**src/rtl/obd_uart_pkg.sv**
```systemverilog
// Shared types and constants for the OBD2 adapter UART receiver.
package obd_uart_pkg;

  // Receiver frame-tracking states.
  typedef enum logic [2:0] {
    ST_IDLE  = 3'd0,
    ST_START = 3'd1,
    ST_DATA  = 3'd2,
    ST_STOP  = 3'd3,
    ST_BREAK = 3'd4
  } rx_state_e;

  // The adapter's command prompt character '>'.
  localparam logic [7:0] PROMPT_CHAR = 8'h3E;

  // Clock cycles per 1/16-bit oversample tick, truncated, never below 1.
  function automatic int calc_div(input int clk_hz, input int baud);
    int d;
    d = clk_hz / (16 * baud);
    return (d < 1) ? 1 : d;
  endfunction

endpackage

```
**src/rtl/obd_sync_fifo.sv**
```systemverilog
// Show-ahead synchronous FIFO with simultaneous push/pop.
// Handshake: push_i is accepted when not full, or when full and a pop is
// accepted in the same cycle; pop_i is accepted only when not empty and is
// otherwise ignored. head_o is the oldest entry whenever empty_o is low and
// reads as zero when empty.
module obd_sync_fifo #(
  parameter int DEPTH = 16,
  parameter int WIDTH = 8
) (
  input  logic                     clk_i,
  input  logic                     rst_ni,
  input  logic                     push_i,
  input  logic [WIDTH-1:0]         push_data_i,
  input  logic                     pop_i,
  output logic [WIDTH-1:0]         head_o,
  output logic [$clog2(DEPTH):0]   count_o,
  output logic                     full_o,
  output logic                     empty_o
);

  localparam int AW = $clog2(DEPTH);

  logic [WIDTH-1:0] mem_q [DEPTH];
  logic [AW-1:0]    wr_ptr_q;
  logic [AW-1:0]    rd_ptr_q;
  logic [AW:0]      count_q;
  logic             do_push;
  logic             do_pop;

  assign full_o  = (count_q == (AW+1)'(DEPTH));
  assign empty_o = (count_q == '0);
  assign do_pop  = pop_i && !empty_o;
  assign do_push = push_i && (!full_o || do_pop);
  assign count_o = count_q;
  assign head_o  = empty_o ? '0 : mem_q[rd_ptr_q];

  // Storage array: written on accepted push, contents need no reset.
  always_ff @(posedge clk_i) begin
    if (do_push) begin
      mem_q[wr_ptr_q] <= push_data_i;
    end
  end

  // Pointers and occupancy; pointers wrap naturally since DEPTH is a power of two.
  always_ff @(posedge clk_i or negedge rst_ni) begin
    if (!rst_ni) begin
      wr_ptr_q <= '0;
      rd_ptr_q <= '0;
      count_q  <= '0;
    end else begin
      if (do_push) wr_ptr_q <= wr_ptr_q + AW'(1);
      if (do_pop)  rd_ptr_q <= rd_ptr_q + AW'(1);
      case ({do_push, do_pop})
        2'b10:   count_q <= count_q + (AW+1)'(1);
        2'b01:   count_q <= count_q - (AW+1)'(1);
        default: count_q <= count_q;
      endcase
    end
  end

endmodule

```
**src/rtl/obd_uart_rx.sv**
```systemverilog
// 8N1 UART receiver for the OBD2 adapter link: synchroniser, 16x oversample
// tick, frame FSM, byte FIFO and sticky prompt/framing/overrun status.
module obd_uart_rx
  import obd_uart_pkg::*;
#(
  parameter int CLK_HZ     = 50_000_000,
  parameter int BAUD       = 38400,
  parameter int FIFO_DEPTH = 16
) (
  input  logic                          clock_50_clk,
  input  logic                          reset_reset_n,
  input  logic                          uart_rx,
  input  logic                          rd_en,
  output logic [7:0]                    rd_data,
  output logic                          rd_valid,
  output logic [$clog2(FIFO_DEPTH):0]   fifo_count,
  output logic                          prompt_seen,
  input  logic                          prompt_clr,
  output logic                          framing_err,
  output logic                          overrun,
  input  logic                          err_clr,
  output logic [2:0]                    dbg_state_o
);

  localparam int DIV   = calc_div(CLK_HZ, BAUD);
  localparam int DIV_W = (DIV > 1) ? $clog2(DIV) : 1;

  logic             rx_meta_q;
  logic             rx_sync_q;
  logic [DIV_W-1:0] div_cnt_q;
  logic             tick;
  rx_state_e        state_q;
  logic [3:0]       sc_q;
  logic [2:0]       bit_q;
  logic [7:0]       shift_q;
  logic             push_q;
  logic [7:0]       push_data_q;
  logic             stop_err_q;
  logic             prompt_q;
  logic             framing_q;
  logic             overrun_q;
  logic             fifo_full;
  logic             fifo_empty;
  logic             pop_ok;
  logic             push_ok;
  logic             push_drop;
  logic             prompt_set;

  // Two-flop synchroniser; idles high so reset never looks like a start bit.
  always_ff @(posedge clock_50_clk or negedge reset_reset_n) begin
    if (!reset_reset_n) begin
      rx_meta_q <= 1'b1;
      rx_sync_q <= 1'b1;
    end else begin
      rx_meta_q <= uart_rx;
      rx_sync_q <= rx_meta_q;
    end
  end

  // Oversample divider: free-runs while idle, realigned to 0 on start detection.
  always_ff @(posedge clock_50_clk or negedge reset_reset_n) begin
    if (!reset_reset_n) begin
      div_cnt_q <= '0;
    end else if (state_q == ST_IDLE && !rx_sync_q) begin
      div_cnt_q <= '0;
    end else if (div_cnt_q == DIV_W'(DIV - 1)) begin
      div_cnt_q <= '0;
    end else begin
      div_cnt_q <= div_cnt_q + DIV_W'(1);
    end
  end

  assign tick = (state_q != ST_IDLE) && (div_cnt_q == DIV_W'(DIV - 1));

  // Frame FSM with registered push and stop-error pulses.
  always_ff @(posedge clock_50_clk or negedge reset_reset_n) begin
    if (!reset_reset_n) begin
      state_q     <= ST_IDLE;
      sc_q        <= '0;
      bit_q       <= '0;
      shift_q     <= '0;
      push_q      <= 1'b0;
      push_data_q <= '0;
      stop_err_q  <= 1'b0;
    end else begin
      push_q     <= 1'b0;
      stop_err_q <= 1'b0;
      case (state_q)
        ST_IDLE: begin
          if (!rx_sync_q) begin
            state_q <= ST_START;
            sc_q    <= '0;
          end
        end
        ST_START: begin
          if (tick) begin
            if (sc_q == 4'd7) begin
              if (!rx_sync_q) begin
                state_q <= ST_DATA;
                sc_q    <= '0;
                bit_q   <= '0;
              end else begin
                state_q <= ST_IDLE;
              end
            end else begin
              sc_q <= sc_q + 4'd1;
            end
          end
        end
        ST_DATA: begin
          if (tick) begin
            sc_q <= sc_q + 4'd1;
            if (sc_q == 4'd15) begin
              shift_q <= {rx_sync_q, shift_q[7:1]};
              bit_q   <= bit_q + 3'd1;
              if (bit_q == 3'd7) state_q <= ST_STOP;
            end
          end
        end
        ST_STOP: begin
          if (tick) begin
            sc_q <= sc_q + 4'd1;
            if (sc_q == 4'd15) begin
              if (rx_sync_q) begin
                push_q      <= 1'b1;
                push_data_q <= shift_q;
                state_q     <= ST_IDLE;
              end else begin
                stop_err_q <= 1'b1;
                state_q    <= ST_BREAK;
              end
            end
          end
        end
        ST_BREAK: begin
          if (rx_sync_q) state_q <= ST_IDLE;
        end
        default: state_q <= ST_IDLE;
      endcase
    end
  end

  assign dbg_state_o = state_q;

  assign pop_ok     = rd_en && !fifo_empty;
  assign push_ok    = push_q && (!fifo_full || pop_ok);
  assign push_drop  = push_q && fifo_full && !pop_ok;
  assign prompt_set = push_ok && (push_data_q == PROMPT_CHAR);

  obd_sync_fifo #(
    .DEPTH (FIFO_DEPTH),
    .WIDTH (8)
  ) u_fifo (
    .clk_i       (clock_50_clk),
    .rst_ni      (reset_reset_n),
    .push_i      (push_q),
    .push_data_i (push_data_q),
    .pop_i       (rd_en),
    .head_o      (rd_data),
    .count_o     (fifo_count),
    .full_o      (fifo_full),
    .empty_o     (fifo_empty)
  );

  // Sticky status flags; a set in the same cycle as a clear wins.
  always_ff @(posedge clock_50_clk or negedge reset_reset_n) begin
    if (!reset_reset_n) begin
      prompt_q  <= 1'b0;
      framing_q <= 1'b0;
      overrun_q <= 1'b0;
    end else begin
      prompt_q  <= prompt_set | (prompt_q  & ~prompt_clr);
      framing_q <= stop_err_q | (framing_q & ~err_clr);
      overrun_q <= push_drop  | (overrun_q & ~err_clr);
    end
  end

  assign rd_valid    = !fifo_empty;
  assign prompt_seen = prompt_q;
  assign framing_err = framing_q;
  assign overrun     = overrun_q;

endmodule

```
**config.mk**
```make
export PLATFORM = sky130hd
export DESIGN_NAME = obd_uart_rx
export DESIGN_NICKNAME = d
export VERILOG_FILES = /design/src/rtl/obd_uart_pkg.sv /design/src/rtl/obd_sync_fifo.sv /design/src/rtl/obd_uart_rx.sv
export SDC_FILE = /design/constraint.sdc
export NUM_CORES = 1
export LEC_CHECK = 0
export ABC_AREA = 1
export BUFFER_PORTS_ARGS = -buffer_cell sky130_fd_sc_hd__buf_2
export CAP_MARGIN = 10
export CORE_MARGIN = 4
export CORE_UTILIZATION = 35
export DETAILED_ROUTE_END_ITERATION = 12
export PLACE_DENSITY = 0.57
export SLEW_MARGIN = 20
export SYNTH_ARGS = -nofsm -noshare
export SYNTH_HDL_FRONTEND = slang
export SYNTH_SLANG_ARGS = --single-unit
```
**constraint.sdc**
```tcl
create_clock -name clock_50_clk -period 5.5 [get_ports clock_50_clk]
set_input_delay 0.55 -clock clock_50_clk [delete_from_list [all_inputs] [get_ports clock_50_clk]]
set_output_delay 0.55 -clock clock_50_clk [all_outputs]
set_load 0.02 [all_outputs]
```
==> flow_summary.ini <==
[power]
pwr-share-clk = 0.319
p_leak_nw = 3.85
p_sw_mw = 1.28
sw_frac_of_total = 0.351
pwr-share-seq = 0.420
peakVddDrop_v = 0.000195
powerDensity_nw_per_um2 = 407
pwr-share-comb = 0.262
p_int_mw = 2.36

[logic_synthesis]
avgSynthCellArea_um2 = 10.4
synth_area_leaders = edfxtp_1 48%, dfrtp_1 16%, nand2_1 12%
synth.distinct_cells = 34
synth_edf_count = 128
synth_area_um2 = 8010
ys.flop_type = edfxtp_1
yosys_warnings = 0
synth_nets = 791
synthCells = 771
yosysMostFrequentCell = nand2_1
synthArstFlopShare = 0.293
yosysTopAreaCell = edfxtp_1
yosysSeqAreaShare = 0.646
ys_ff_latch = 181
yosys-top-cells-count = 255 x nand2_1, 128 x edfxtp_1, 119 x nand3_1, 51 x dfrtp_1, 48 x inv_1
synth_top_area_share = 0.480

[clock_tree]
htree_num_levels = 4
clkLatencyLatePin_ns = 0.42
clkSlewWorstSetupHoldPaths_ns = 0.07
cts_hold_buf = 0
cts.sinks = 181
cts_resized = 0
cts_tree = built
post_cts_buffers = 0
cts_buffer_depth = 2
numCtsBuffers = 17
cts_root_buf = clkbuf_16

[drt]
drc = 0
wirelength_mm = 17.0
dr_wl_met2_mm = 8.19
met1_length_mm = 7.80
ant_nets = 0
first_iter_violations = 368
viasPerCell = 4.78
post_drt_wl_per_cell_um = 15.6
dr_total_vias = 5201
dr.max_layer_used = met4
dr.pass1.iters = 5
wl_met3_um = 660

[floorplan]
dieHeight_um = 159
die_area_um2 = 25400
initial_utilization = 0.355
rows = 55
io_pins = 26
core_um2 = 22600
die_w_um = 159

[min_path]
hold_start = uart_rx
hold_depth = 1
hp-class = primary input to register
min_to = rx_meta_q

[placement]
io_buffers = 25
place_inst = 1057
dp.final_hpwl_mm = 10.6
place_area_um2 = 8370
gp_congestion = 0.820

[setup_path]
reg2reg_to = u_fifo.mem_q[0][3]
slowest_delay_ns = 0.39
r2r.worst_path.cells = 6
crit_fanout = 35
crit_slowest_cell = inv_2
end_kind = output pin
worstPathBufferInverterCount = 3
r2r-start = u_fifo.count_o[0]
crit_path_cell_trace = buf_4 -> inv_2 -> nand3_1 -> nand3_1 -> nand2_1 -> nand2_1 -> a21oi_1 -> buf_2
critical_path_class = register to output pin
cp_top_family = buffers and inverters
required_ns = 4.95
worstPathArrival_ns = 2.36
rrSetupSlack_ns = 2.75
startpoint_type = register

[grt]
grt_pass1_vias = 5071
grt_use_total = 0.136
grt_max_degree = 67
grt_pass1_wl_mm = 27.3
grt-ovfl-total = 0
antenna_found_initial = 0

[sta]
finalMaxSlewViolations = 0
fmax_ghz = 0.344
fin_crit_ns = 2.91
maxSlewHeadroom = 0.343
finClkSkew_ns = 0.0102
rsz0062_at_grt = no
setup_violations = 0
hold_violations = 0
fin_crit_sh = 0.529
finalSetupTns_ns = 0
worstMarginPinSlew_ns = 0.982

[final_layout]
fin_cells = 1089
area_growth_syn_to_layout_pct = 11.6
fin_nets = 811
final_cell_area_um2 = 8940
antenna_cells = 0
drive_gt1_frac = 0.128
num-fill-cells = 2172

[run]
drv_cap = 0

[status]
status = complete, no violations
[metrics by stage]
stage / utilization / power [mW] / setup slack (ns) / hold WS, ns
after floorplan: - / 2.26 / 3.15 / 0.254
after global placement: 0.371 / 2.52 / 2.68 / 0.347
after detailed placement: 0.371 / 2.52 / 2.64 / 0.348
after CTS: 0.396 / 3.68 / 2.18 / 0.198
after global routing: 0.396 / 3.84 / 2.38 / 0.196
final: 0.396 / 3.64 / 2.59 / 0.217
[cell type report]
type                    instances  area, um^2  area share
clock buffers                  17         425      0.0476
clock inverters                15         141      0.0158
inverters                      57         216      0.0242
multi-input cells             505        2470       0.276
flip-flops and latches        181        5170       0.579
well taps                     285         357      0.0399
repair buffers                 29         155      0.0174
[state kept, by name, summed over array words and instances, names as in the netlist, 3 cells and up]
name,flops
u_fifo.mem_q,128
push_data_q,8
shift_q,8
div_cnt_q,7
u_fifo.count_o,5
sc_q,4
u_fifo.rd_ptr_q,4
u_fifo.wr_ptr_q,4
bit_q,3
dbg_state_o,3
[worst max path at each step]
stage | depth (start not counted) | from | slack, ns | to
after floorplan | 16 | u_fifo.count_o[0] | 3.15 | u_fifo.count_o[4]
after global placement | 5 | rd_en | 2.68 | u_fifo.mem_q[0][5]
after detailed placement | 8 | u_fifo.rd_ptr_q[1] | 2.64 | rd_data[3]
after CTS | 8 | u_fifo.rd_ptr_q[1] | 2.18 | rd_data[6]
after global routing | 8 | u_fifo.rd_ptr_q[1] | 2.38 | rd_data[2]
final | 8 | u_fifo.rd_ptr_q[1] | 2.59 | rd_data[5]
[worst register-to-register path, delay by kind of cell (launching register included)]
| kind | cells | cell delay [ns] |
|---|---|---|
| flops | 1 | 0.42 |
| simple gates | 6 | 1.96 |
[kinds of logic (layout without fill, tap and decap cells)]
| group | count (synthesis) | in the layout | share of synthesized area |
|---|---|---|---|
| simple gates | 435 | 435 | 0.236 |
| flops | 181 | 181 | 0.646 |
| buf+inv | 85 | 118 | 0.0458 |
| compound gates | 44 | 44 | 0.0367 |
| fa+ha+maj | 14 | 14 | 0.0219 |
| xor+xnor | 12 | 12 | 0.0131 |
[layer usage]
metal / track usage / up-vias
met1: 0.180 / 2457
met4: 0.0505 / 0
met2: 0.221 / 92
met3: 0.0298 / 22
met5: 0 / -
li1: - / 2630
[placed cells by master, fill, tap and decap left out, types with 5 or more instances in the layout]
cell type	n
clkinv_4	5
ha_1	14
clkbuf_16	17
edfxtp_1	128
o21ai_2	15
buf_2	25
nand3_1	119
nand2_1	255
a21oi_1	10
nor2_1	30
nand4_1	8
xor2_1	8
dfrtp_1	50
inv_1	46
inv_2	8
o21ai_0	12
[power by group through the flow]
stage / logic, mW / clock network, mW / registers, mW
6_report: 0.952 / 1.16 / 1.53
5_1_grt: 1.06 / 1.24 / 1.53
4_1_cts: 0.967 / 1.19 / 1.53
3_5_place_dp: 0.963 / 0 / 1.56
3_3_place_gp: 0.960 / 0 / 1.56
2_1_floorplan: 0.696 / 0 / 1.56
No activity file was read; power rests on OpenSTA's default activity.
